[src/rtl/pgm_pkg.sv]
// pgm_pkg: shared state encoding, register map and STATUS layout for pgm_sched
package pgm_pkg;
  typedef enum logic [2:0] {
    S_IDLE  = 3'd0,
    S_ISSUE = 3'd1,
    S_SEND  = 3'd2,
    S_GAP   = 3'd3,
    S_DONE  = 3'd4
  } state_t;
  localparam logic [31:0] A_CTRL      = 32'h0;
  localparam logic [31:0] A_PKT_TOTAL = 32'h1;
  localparam logic [31:0] A_GAP       = 32'h2;
  localparam logic [31:0] A_PROBE_INT = 32'h3;
  localparam logic [31:0] A_STATUS    = 32'h4;
  localparam logic [31:0] A_SENT_CNT  = 32'h5;
  localparam logic [31:0] A_PROBE_CNT = 32'h6;
  localparam int CTRL_START = 0;
  localparam int CTRL_STOP  = 1;
  localparam int ST_ERR_BIT = 3;
endpackage

[src/rtl/pgm_sched_regs.sv]
// pgm_sched_regs: config registers, per-run shadow copies and registered read mux
module pgm_sched_regs
  import pgm_pkg::*;
#(
  parameter int CNT_W  = 32,
  parameter int CFG_AW = 4
) (
  input  logic              clk,
  input  logic              rst,
  input  logic              cfg_wr,
  input  logic              cfg_rd,
  input  logic [CFG_AW-1:0] cfg_addr,
  input  logic [31:0]       cfg_wdata,
  output logic [31:0]       cfg_rdata,
  output logic              cfg_rvalid,
  input  logic              load,
  input  logic              set_err,
  input  state_t            state,
  input  logic [CNT_W-1:0]  sent_cnt,
  input  logic [CNT_W-1:0]  probe_cnt,
  output logic              start_req,
  output logic              stop_req,
  output logic [CNT_W-1:0]  sh_total,
  output logic [CNT_W-1:0]  sh_gap,
  output logic [CNT_W-1:0]  sh_pint
);
  logic [CNT_W-1:0] pkt_total, gap, probe_int;
  logic [31:0] addr, rd_mux;
  logic start_err, ctrl_wr;
  assign addr = 32'(cfg_addr);
  assign ctrl_wr = cfg_wr && addr == A_CTRL;
  always_comb begin
    rd_mux = '1;
    case (addr)
      A_CTRL:      rd_mux = '0;
      A_PKT_TOTAL: rd_mux = 32'(pkt_total);
      A_GAP:       rd_mux = 32'(gap);
      A_PROBE_INT: rd_mux = 32'(probe_int);
      A_STATUS:    rd_mux = 32'(state) | (32'(start_err) << ST_ERR_BIT);
      A_SENT_CNT:  rd_mux = 32'(sent_cnt);
      A_PROBE_CNT: rd_mux = 32'(probe_cnt);
      default:     rd_mux = '1;
    endcase
  end
  // Strobes are registered, which gives the two-cycle write-to-gen_start latency.
  always_ff @(posedge clk) begin
    if (rst) begin
      pkt_total  <= '0;
      gap        <= '0;
      probe_int  <= '0;
      sh_total   <= '0;
      sh_gap     <= '0;
      sh_pint    <= '0;
      start_err  <= 1'b0;
      start_req  <= 1'b0;
      stop_req   <= 1'b0;
      cfg_rdata  <= '0;
      cfg_rvalid <= 1'b0;
    end else begin
      start_req  <= ctrl_wr && cfg_wdata[CTRL_START];
      stop_req   <= ctrl_wr && cfg_wdata[CTRL_STOP];
      cfg_rvalid <= cfg_rd;
      if (cfg_rd) cfg_rdata <= rd_mux;
      if (cfg_wr && addr == A_PKT_TOTAL) pkt_total <= CNT_W'(cfg_wdata);
      if (cfg_wr && addr == A_GAP) gap <= CNT_W'(cfg_wdata);
      if (cfg_wr && addr == A_PROBE_INT) probe_int <= CNT_W'(cfg_wdata);
      if (set_err) start_err <= 1'b1;
      else if (ctrl_wr && !cfg_wdata[CTRL_START]) start_err <= 1'b0;
      if (load) begin
        sh_total <= pkt_total;
        sh_gap   <= gap;
        sh_pint  <= probe_int;
      end
    end
  end
endmodule

[src/rtl/pgm_sched.sv]
// pgm_sched: paces per-packet template replay with gap, probe marking, packet count and stop
module pgm_sched
  import pgm_pkg::*;
#(
  parameter int CNT_W  = 32,
  parameter int CFG_AW = 4
) (
  input  logic              clk,
  input  logic              rst,
  input  logic              cfg_wr,
  input  logic              cfg_rd,
  input  logic [CFG_AW-1:0] cfg_addr,
  input  logic [31:0]       cfg_wdata,
  output logic [31:0]       cfg_rdata,
  output logic              cfg_rvalid,
  input  logic              tpl_ready,
  input  logic              in_rd_alf,
  output logic              gen_start,
  output logic              gen_probe,
  output logic              gen_last,
  input  logic              gen_done,
  output logic              gen_busy,
  output logic              gen_finish
);
  state_t state, nxt;
  logic [CNT_W-1:0] sent_cnt, probe_cnt, phase, gap_cnt, sh_total, sh_gap, sh_pint;
  logic start_req, stop_req, stop_pend, probe_q, last_q;
  logic load, set_err, stop_now, done_ev;
  pgm_sched_regs #(.CNT_W(CNT_W), .CFG_AW(CFG_AW)) u_regs (
    .clk(clk), .rst(rst), .cfg_wr(cfg_wr), .cfg_rd(cfg_rd), .cfg_addr(cfg_addr),
    .cfg_wdata(cfg_wdata), .cfg_rdata(cfg_rdata), .cfg_rvalid(cfg_rvalid),
    .load(load), .set_err(set_err), .state(state), .sent_cnt(sent_cnt),
    .probe_cnt(probe_cnt), .start_req(start_req), .stop_req(stop_req),
    .sh_total(sh_total), .sh_gap(sh_gap), .sh_pint(sh_pint)
  );
  // A lost template is treated like a stop: finish at the next packet boundary.
  assign stop_now   = stop_req || stop_pend || !tpl_ready;
  assign load       = state == S_IDLE && start_req && tpl_ready;
  assign set_err    = state == S_IDLE && start_req && !tpl_ready;
  assign done_ev    = state == S_SEND && gen_done;
  assign gen_start  = state == S_ISSUE && !in_rd_alf && !stop_now;
  assign gen_probe  = gen_start && sh_pint != '0 && phase == sh_pint - CNT_W'(1);
  assign gen_last   = gen_start && sh_total != '0 && sent_cnt + CNT_W'(1) == sh_total;
  assign gen_busy   = state != S_IDLE;
  assign gen_finish = state == S_DONE;
  always_comb begin
    nxt = state;
    case (state)
      S_IDLE:  nxt = load ? S_ISSUE : S_IDLE;
      S_ISSUE: nxt = stop_now ? S_DONE : in_rd_alf ? S_ISSUE : S_SEND;
      S_SEND:  nxt = !gen_done ? S_SEND : (last_q || stop_now) ? S_DONE : sh_gap == '0 ? S_ISSUE : S_GAP;
      S_GAP:   nxt = stop_now ? S_DONE : gap_cnt == CNT_W'(1) ? S_ISSUE : S_GAP;
      default: nxt = S_IDLE;
    endcase
  end
  always_ff @(posedge clk) begin
    if (rst) begin
      state     <= S_IDLE;
      sent_cnt  <= '0;
      probe_cnt <= '0;
      phase     <= '0;
      gap_cnt   <= '0;
      stop_pend <= 1'b0;
      probe_q   <= 1'b0;
      last_q    <= 1'b0;
    end else begin
      state <= nxt;
      if (load) begin
        sent_cnt  <= '0;
        probe_cnt <= '0;
        phase     <= '0;
        stop_pend <= 1'b0;
      end
      if (gen_start) begin
        probe_q <= gen_probe;
        last_q  <= gen_last;
        phase   <= gen_probe ? '0 : phase + CNT_W'(1);
      end
      if (done_ev) begin
        sent_cnt  <= sent_cnt + CNT_W'(1);
        probe_cnt <= probe_cnt + CNT_W'(probe_q);
      end
      if (state == S_SEND && stop_req) stop_pend <= 1'b1;
      gap_cnt <= (done_ev && nxt == S_GAP) ? sh_gap : state == S_GAP ? gap_cnt - CNT_W'(1) : gap_cnt;
    end
  end
endmodule
[config.mk]
export PLATFORM = sky130hd
export DESIGN_NAME = pgm_sched
export DESIGN_NICKNAME = d
export VERILOG_FILES = /design/src/rtl/pgm_pkg.sv /design/src/rtl/pgm_sched_regs.sv /design/src/rtl/pgm_sched.sv
export SDC_FILE = /design/constraint.sdc
export NUM_CORES = 1
export LEC_CHECK = 0
export ABC_AREA = 0
export BUFFER_PORTS_ARGS = -buffer_cell sky130_fd_sc_hd__buf_2
export CAP_MARGIN = 25
export CORE_MARGIN = 3
export CORE_UTILIZATION = 55
export CTS_CLUSTER_DIAMETER = 150
export DETAILED_ROUTE_END_ITERATION = 10
export GPL_TIMING_DRIVEN = 0
export PLACE_DENSITY = 0.68
export SLEW_MARGIN = 20
export SYNTH_ARGS = -nofsm -noshare
export SYNTH_HDL_FRONTEND = slang
export SYNTH_HIERARCHICAL = 1
export SYNTH_SLANG_ARGS = --single-unit
[constraint.sdc]
create_clock -name clk -period 7.2 [get_ports clk]
set_input_delay 1.44 -clock clk [delete_from_list [all_inputs] [get_ports clk]]
set_output_delay 1.44 -clock clk [all_outputs]
set_load 0.02 [all_outputs]
==> results of run 1 <==
==> per-stage QoR <==
stage	cells	power [uW]	hold WS, ns	utilization
global placement	2816	2316	0.4476	0.5878
finish	2892	4511	0.4631	0.6313
detailed placement	2816	2318	0.4559	0.5882
floorplan	2291	2209	0.4382	-
global route	2892	4608	0.4915	0.6313
CTS	2891	4513	0.4626	0.6309
==> state kept, by name, summed over array words and instances, names as in the netlist, 3 cells and up <==
register	count
state	3
phase	32
u_regs/cfg_rdata	32
probe_cnt	32
u_regs/sh_total	32
sent_cnt	32
u_regs/gap	32
u_regs/probe_int	32
u_regs/sh_gap	32
u_regs/pkt_total	32
u_regs/sh_pint	32
gap_cnt	32
==> critical path, cell delays in order <==
cell and delay, ns:
buf_2 0.10, or3b_2 0.43, clkbuf_1 0.31, or2_2 0.38
clkbuf_1 0.26, inv_1 0.42, nand3_1 0.12, nor4_1 0.55
nand4_1 0.19, nor4_2 0.55, nand4_1 0.30, inv_1 0.13
buf_2 0.17
==> synth_stat cells, types with 28 or more instances <==
master and count:
nor2_1 226, and3b_1 41, nor3_1 41, nand4_1 31, clkbuf_1 128, buf_2 36, mux2i_1 103, nor4_1 44
xor2_1 28, nand3_1 200, dfxtp_1 362, nand2_1 161, mux2_2 53, o21ai_0 167, xnor2_1 66, a21oi_1 207
inv_1 32
==> cell usage in the layout, fill, tap and decap left out, types with 7 or more instances in the layout <==
cell       count
a21oi_1      207
a22oi_1       24
a311oi_1      21
a31oi_1       14
a41oi_1       14
and3_1        23
and3b_1       41
and4_1         7
buf_2        113
clkbuf_1     132
clkbuf_16     43
clkbuf_8      14
clkinv_2       8
dfxtp_1      362
ha_1           8
inv_1         32
mux2_2        53
mux2i_1      103
nand2_1      161
nand2b_1      12
nand3_1      200
nand3b_1       7
nand4_1       31
nor2_1       226
nor2b_1       13
nor3_1        40
nor4_1        43
o211ai_1      13
o21a_1        10
o21ai_0      167
o21bai_1      14
o311ai_1      15
or2_2         11
or3_1         27
or4_1         15
xnor2_1       66
xor2_1        28
==> worst max-delay path by stage <==
stage	slack, ns	to	from	depth (start not counted)
2_1_floorplan	2.00	gen_last	in_rd_alf	10
3_3_place_gp	0.41	gen_last	in_rd_alf	12
3_5_place_dp	0.32	gen_last	tpl_ready	13
4_1_cts	0.31	gen_last	tpl_ready	13
5_1_grt	0.25	gen_last	tpl_ready	13
6_report	0.40	gen_last	tpl_ready	13
==> power groups by stage <==
| stage | logic [uW] | clock network [uW] | registers [uW] |
|---|---|---|---|
| CTS | 229 | 2240 | 2050 |
| global route | 246 | 2320 | 2050 |
| detailed placement | 228 | 0 | 2090 |
| finish | 236 | 2230 | 2050 |
| global placement | 226 | 0 | 2090 |
| floorplan | 115 | 0 | 2090 |
==> kinds of logic (layout without fill, tap and decap cells) <==
logic type	Yosys count	count (layout)
buffers and inverters	208	361
AO/OA/AOI/OAI	551	551
multiplexers	156	156
AND/OR/NAND/NOR	912	912
adder cells (fa/ha/maj)	8	8
flip-flops	362	362
XOR/XNOR	94	94
==> metal layers <==
metal	vias up	GRT usage	wire, microns	share of wire
li1	8588	-	-	-
met1	8979	0.4826	28490	0.40
met2	979	0.6025	31750	0.45
met3	241	0.06382	6046	0.085
met4	0	0.2314	4832	0.068
met5	-	0	0	0
==> timing repair <==
action / CTS / global route
hold buffers: 0 / 0
setup endpoints to repair: 0 / 1
hold endpoints to repair: 0 / 0
gates resized for setup: 0 / 1
==> layout make-up <==
type	instances	area, sq um	area share
clock inverter	14	153.9	0.007252
clock buffer	61	1284	0.06050
sequential	362	7247	0.3415
multi-input combinational	1721	10700	0.5042
buffer	176	765.7	0.03608
timing repair buffer	78	390.4	0.01840
inverter	32	120.1	0.005660
tap	448	560.5	0.02642
==> impl_metrics.yaml, run 1 <==
logic_synthesis:
  synth_top_area_cell: "dfxtp_1"
  muxShareOfSynthArea: 0.08652
  synth-simple-area-share: 0.2544
  synth_area_sq_um: 18810
  synth_top_family_by_area: "simple AND/OR/NAND/NOR gates"
  syn_inst: 2291
  synth_compound_area_frac: 0.1777
  synthAdderAreaFrac: 0.005320
  yosysTopAreaCellShare: 0.3852
  synth_area_leaders: "dfxtp_1 39%, a21oi_1 5.5%, mux2i_1 5.5%"
  syn_avg_cell_area_sq_um: 8.212
  ys_types: 83
  ys_warn_count: 6
  async_flop_share: 0
  synth_ff_type: "dfxtp_1"
  ys_ff_latch: 362
  yosysSeqAreaShare: 0.3852
  synth_edf_count: 0
  synth-xor-area-share: 0.04376
  syn-num-nets: 2342
pwr:
  p_int_uw: 3427
  swShare: 0.2402
  p_per_area_nw_per_um2: 212.6
  power.switching_uw: 1083
  leakage_uw: 0.007440
  ir_drop_v: 0.0001935
  clock_power_share: 0.494
  pwr-share-seq: 0.454
  pwr-share-comb: 0.052
sta:
  final.setup.worst_slack_ns: 0.4033
  rsz0062_at_grt: "no"
  min_period_ns: 6.797
  tightestPinTransition_ns: 0.9629
  fin_setup_tns_ns: 0
  slew_viol_final: 0
  period_share: 0.9440
  finalHoldViolations: 0
  relSlewSlack: 0.3521
  skew_ns: 0.02554
  fmax_mhz: 147.1
  setup_viol: 0
placement:
  pre_cts_slack_ns: 0.3229
  postPlaceCellArea_sq_um: 19770
  place_congestion: 1.022
  portBuffers: 77
  dpl.hpwl_mm: 54.78
global_route:
  overflow: 0
  grt.total_usage: 0.3792
  antenna_found_initial: 0
  grt_pass1_wl_mm: 104.9
  grt_max_degree: 14
  grt_pass1_vias: 17154
floorplan:
  dieHeight_microns: 191.0
  die_w_microns: 191.0
  coreArea_sq_um: 33620
  start_util: 0.5597
  rows: 67
  ios: 81
  dieArea_sq_um: 36460
clocking:
  cts.sinks: 362
  cts_tree: "built"
  root_buffer: "clkbuf_16"
  cts_setup_buffers: 0
  clock_path_buffers: 3
  clk_latency_ns: 0.57
  cts_max_level: 2
  clk_pin_slew_ns: 0.06
  cts_buffers: 41
detailed_routing:
  wl_per_cell_microns: 24.59
  dr.pass1.iters: 6
  wl_mm: 71.12
  via_per_inst: 6.496
  drtIter0Drc: 2146
  vias: 18787
  route.detailed.drc: 0
  ant_nets: 0
final_layout:
  antennaDiodeCount: 0
  layout-drive-gt1-share: 0.1211
  final_nets: 2463
  area_delta_synth_final_pct: 12.79
  n_fill_cell: 3060
  final_area_sq_um: 21220
critical_path:
  worstReg2RegEnd: "last_q$_SDFFE_PP0P_"
  rr_startpoint: "state[0]$_SDFF_PP0_"
  cp_data_arrival_time_ns: 5.36
  start_kind: "primary input"
  r2r_cells: 11
  path_max_fanout: 7
  criticalPathCategory: "primary input to output port"
  reg2reg_slack_ns: 2.68
  end_kind: "output port"
  required_ns: 5.76
status:
  status: "finished, final reports clean"
hold_path:
  min_to: "gap_cnt[30]$_SDFFE_PP0P_"
  holdPathStages: 2
  hold_class: "register to register"
  hp-start: "gap_cnt[30]$_SDFFE_PP0P_"
run:
  cap_violations: 0
(Power assumes the default switching activity.)
==> run 2: changes to the inputs <==
==> constraint.sdc (replaced) <==
create_clock -name clk -period 7.2 [get_ports clk]
set_input_delay 0.36 -clock clk [delete_from_list [all_inputs] [get_ports clk]]
set_output_delay 0.36 -clock clk [all_outputs]
set_load 0.02 [all_outputs]
==> impl_metrics.yaml, run 2 (synthesis results as in run 1) <==
floorplan:
  dieHeight_microns: 191.0
  start_util: 0.5597
  ios: 81
  coreArea_sq_um: 33620
  dieArea_sq_um: 36460
  die_w_microns: 191.0
  rows: 67
sta:
  final.setup.worst_slack_ns: 1.467
  tightestPinTransition_ns: 0.9611
  rsz0062_at_grt: "no"
  finalHoldViolations: 0
  slew_viol_final: 0
  fmax_mhz: 174.4
  fin_setup_tns_ns: 0
  skew_ns: 0.02483
  period_share: 0.7962
  whs_ns: 0.09103
  min_period_ns: 5.733
  relSlewSlack: 0.3534
  setup_viol: 0
global_route:
  grt_max_degree: 14
  grt_pass1_vias: 17154
  overflow: 0
  grt_pass1_wl_mm: 104.9
  antenna_found_initial: 0
  grt.total_usage: 0.3792
clocking:
  root_buffer: "clkbuf_16"
  cts_tree: "built"
  cts_max_level: 2
  cts_setup_buffers: 0
  cts_buffers: 41
  ctsHoldBuffers: 0
  post_cts_resize_count: 0
  clk_pin_slew_ns: 0.06
  cts.sinks: 362
  clock_path_buffers: 3
  clk_latency_ns: 0.57
hold_path:
  hold_class: "primary input to register"
final_layout:
  final_common_cell: "dfxtp_1"
  n_fill_cell: 3063
  final_area_sq_um: 21220
  final_nets: 2463
  area_delta_synth_final_pct: 12.77
  layout_common_cells: "362 x dfxtp_1, 226 x nor2_1, 207 x a21oi_1"
  layout-drive-gt1-share: 0.1207
  fin_util: 0.6311
critical_path:
  required_ns: 6.84
  path_max_fanout: 10
  start_kind: "register"
  end_kind: "output port"
  criticalPathCategory: "register to output port"
  cp_data_arrival_time_ns: 5.37
detailed_routing:
  ant_nets: 0
  vias: 18673
  wl_mm: 71.32
  via_per_inst: 6.455
  route.detailed.drc: 0
  dr.pass1.iters: 5
  drtIter0Drc: 2227
  wl_per_cell_microns: 24.65
placement:
  place_congestion: 1.022
  portBuffers: 77
  postPlaceCellArea_sq_um: 19770
  dpl.hpwl_mm: 54.78
  pre_cts_slack_ns: 2.262
pwr:
  p_per_area_nw_per_um2: 212.5
  leakage_uw: 0.007438
  ir_drop_v: 0.0001905
status:
  status: "finished, final reports clean"
run:
  cap_violations: 0
run 2: critical path, cell delays in order, from the launching register on:
cell and delay [ns]:
dfxtp_1 0.38, clkbuf_1 0.35, or4b_2 0.79, or2_2 0.33, clkbuf_1 0.26, inv_1 0.42
nand3_1 0.12, nor4_1 0.55, nand4_1 0.17, nor4_1 0.77, nand4_1 0.34, inv_1 0.14
buf_2 0.17
run 2: layout make-up:
class                      instances  area [sq um]  area share
tap                              448         560.5     0.02642
sequential                       362          7247      0.3416
multi-input combinational       1721         10690      0.5040
timing repair buffer              78         390.4     0.01840
clock inverter                    14         153.9    0.007254
clock buffer                      61          1284     0.06051
buffer                           176         765.7     0.03609
antenna                            1         2.502   0.0001179
inverter                          32         120.1    0.005661
run 2: path summary, 6_finish.rpt:
| kind | depth (start not counted) | startpoint | end | slack [ns] |
|---|---|---|---|---|
| hold reg to reg | 2 | gap_cnt[30]$_SDFFE_PP0P_ | gap_cnt[30]$_SDFFE_PP0P_ | 0.46 |
| hold / removal | 4 | tpl_ready | u_regs/start_err$_SDFFE_PP0P_ | 0.09 |
| setup reg to reg | 11 | state[0]$_SDFF_PP0_ | last_q$_SDFFE_PP0P_ | 2.43 |
| setup / recovery | 12 | state[0]$_SDFF_PP0_ | gen_last | 1.47 |
run 2: power breakdown:
part	leakage [uW]	total (uW)	switching (uW)	internal, uW
clock	0.000714	2220	884	1340
sequential	0.00293	2050	23.8	2020
combinational	0.00380	236	173	63.1
total	0.00744	4510	1080	3430
run 2: stage by stage:
stage,cells,power [uW]
6_report,2893,4508
5_1_grt,2892,4608
4_1_cts,2891,4513
3_5_place_dp,2816,2318
3_3_place_gp,2816,2316
2_1_floorplan,2291,2209
run 2: metal layers:
metal  GRT usage  routed length [microns]  vias to the layer above
met5           0                        0                        -
met4      0.2314                     4778                        0
met3     0.06382                     6529                      243
met2      0.6025                    31940                     1017
met1      0.4826                    28080                     8820
li1            -                        -                     8593
==> run 3: changes to the inputs <==
==> constraint.sdc (replaced) <==
create_clock -name clk -period 5.6 [get_ports clk]
set_input_delay 0.28 -clock clk [delete_from_list [all_inputs] [get_ports clk]]
set_output_delay 0.28 -clock clk [all_outputs]
set_load 0.02 [all_outputs]
==> impl_metrics.yaml, run 3 (synthesis results as in run 1) <==
sta:
  final.setup.worst_slack_ns: 0.2041
  setup_viol: 0
  tightestPinTransition_ns: 0.9683
  fmax_mhz: 185.3
  relSlewSlack: 0.3485
  min_period_ns: 5.396
  slew_viol_final: 0
  skew_ns: 0.02599
  rsz0062_at_grt: "no"
  finalHoldViolations: 0
  fin_setup_tns_ns: 0
  period_share: 0.9635
  whs_ns: 0.01165
critical_path:
  cpPeakStageDelay_ns: 0.80
  end_kind: "output port"
  worstReg2RegEnd: "last_q$_SDFFE_PP0P_"
  criticalPathCategory: "register to output port"
  reg2reg_slack_ns: 1.09
  cp_slowest_cell: "or4b_2"
  crit_buf_inv: 5
  cp.depth: 12
  cp_data_arrival_time_ns: 5.12
  path_max_fanout: 10
  required_ns: 5.32
  start_kind: "register"
  r2r_cells: 11
  crit_end: "gen_last"
  crit_start: "state[0]$_SDFF_PP0_"
  crit_chain: "clkbuf_1, or4b_2, or2_2, clkbuf_1, inv_1, nand3_1, nor4_1, nand4_1, nor4_2, nand4_1, inv_1, buf_2"
  path_delay_family: "simple AND/OR/NAND/NOR gates"
  rr_startpoint: "state[0]$_SDFF_PP0_"
clocking:
  cts_max_level: 2
  clk_latency_ns: 0.58
  root_buffer: "clkbuf_16"
  clock_path_buffers: 3
  cts.sinks: 362
  cts_buffers: 41
  clk_pin_slew_ns: 0.06
  cts_setup_buffers: 0
  cts_tree: "built"
final_layout:
  ff_latch_area_sq_um: 7247
  final_common_cell: "dfxtp_1"
  final_nets: 2467
  final_area_sq_um: 21260
  layout_common_cells: "362 x dfxtp_1, 226 x nor2_1, 207 x a21oi_1"
  layout-drive-gt1-share: 0.1209
  multiInputGateArea_sq_um: 10700
  n_fill_cell: 3052
  antennaDiodeCount: 0
  area_delta_synth_final_pct: 13.00
global_route:
  overflow: 0
  grt_max_degree: 14
  grt.total_usage: 0.3794
  grt_pass1_wl_mm: 104.9
  antenna_found_initial: 0
  grt_pass1_vias: 17175
pwr:
  p_per_area_nw_per_um2: 273.0
  leakage_uw: 0.007457
  ir_drop_v: 0.0002461
  total_power_uw: 5804
floorplan:
  ios: 81
  die_w_microns: 191.0
  start_util: 0.5597
  rows: 67
  dieArea_sq_um: 36460
  coreArea_sq_um: 33620
  dieHeight_microns: 191.0
hold_path:
  hp-start: "cfg_wdata[2]"
  hold_class: "primary input to register"
placement:
  pre_cts_slack_ns: 0.7418
  place_congestion: 1.022
  dpl.hpwl_mm: 54.78
  postPlaceCellArea_sq_um: 19770
  portBuffers: 77
run:
  cap_violations: 0
detailed_routing:
  wl_per_cell_microns: 24.59
  dr.pass1.iters: 6
  vias: 18675
  route.detailed.drc: 0
  wl_mm: 71.21
  ant_nets: 0
  drtIter0Drc: 2075
  via_per_inst: 6.449
status:
  status: "finished, final reports clean"
-- run 3: cell type report --
type                            instances  area share
Timing Repair Buffer                   82     0.02024
Clock buffer                           61     0.06038
Buffer                                176     0.03602
Sequential cell                       362      0.3409
Inverter                               32    0.005650
Clock inverter                         14    0.007239
Tap cell                              448     0.02637
Multi-Input combinational cell       1721      0.5032
-- run 3: worst min-delay path by stage --
stage / to / cells past startpoint
6_report: u_regs/probe_int[2]$_SDFFE_PP0P_ / 3
3_5_place_dp: gap_cnt[30]$_SDFFE_PP0P_ / 2
5_1_grt: u_regs/probe_int[2]$_SDFFE_PP0P_ / 3
3_3_place_gp: gap_cnt[8]$_SDFFE_PP0P_ / 2
4_1_cts: u_regs/probe_int[2]$_SDFFE_PP0P_ / 3
2_1_floorplan: u_regs/gap[0]$_SDFFE_PP0P_ / 2
-- run 3: timing repair --
action                     4_1_cts  5_1_grt
gates resized for setup          0        1
hold buffers                     4        0
setup endpoints to repair        0        1
hold endpoints to repair         4        0
-- run 3: per-stage QoR --
step	instances	util
after global placement	2816	0.5878
after global routing	2896	0.6324
after detailed placement	2816	0.5882
after floorplan	2291	-
final	2896	0.6324
after CTS	2895	0.6321
-- run 3: tightest hold or removal path, cell delays in order --
cell and delay [ns]:
buf_2 0.14, nand3_1 0.07, a21oi_1 0.05
-- run 3: power by group --
| group | leakage, uW | switching, uW | total (uW) | internal, uW |
|---|---|---|---|---|
| combinational | 0.00382 | 223 | 306 | 83.0 |
| sequential | 0.00293 | 30.9 | 2630 | 2600 |
| clock | 0.000714 | 1140 | 2870 | 1720 |
-- run 3: routing by layer --
metal / vias to the layer above / global-route usage / routed length (microns)
met5: - / 0 / 0
met4: 0 / 0.2314 / 4797
li1: 8597 / - / -
met3: 234 / 0.06382 / 5962
met1: 8908 / 0.4828 / 28570
met2: 936 / 0.6029 / 31880
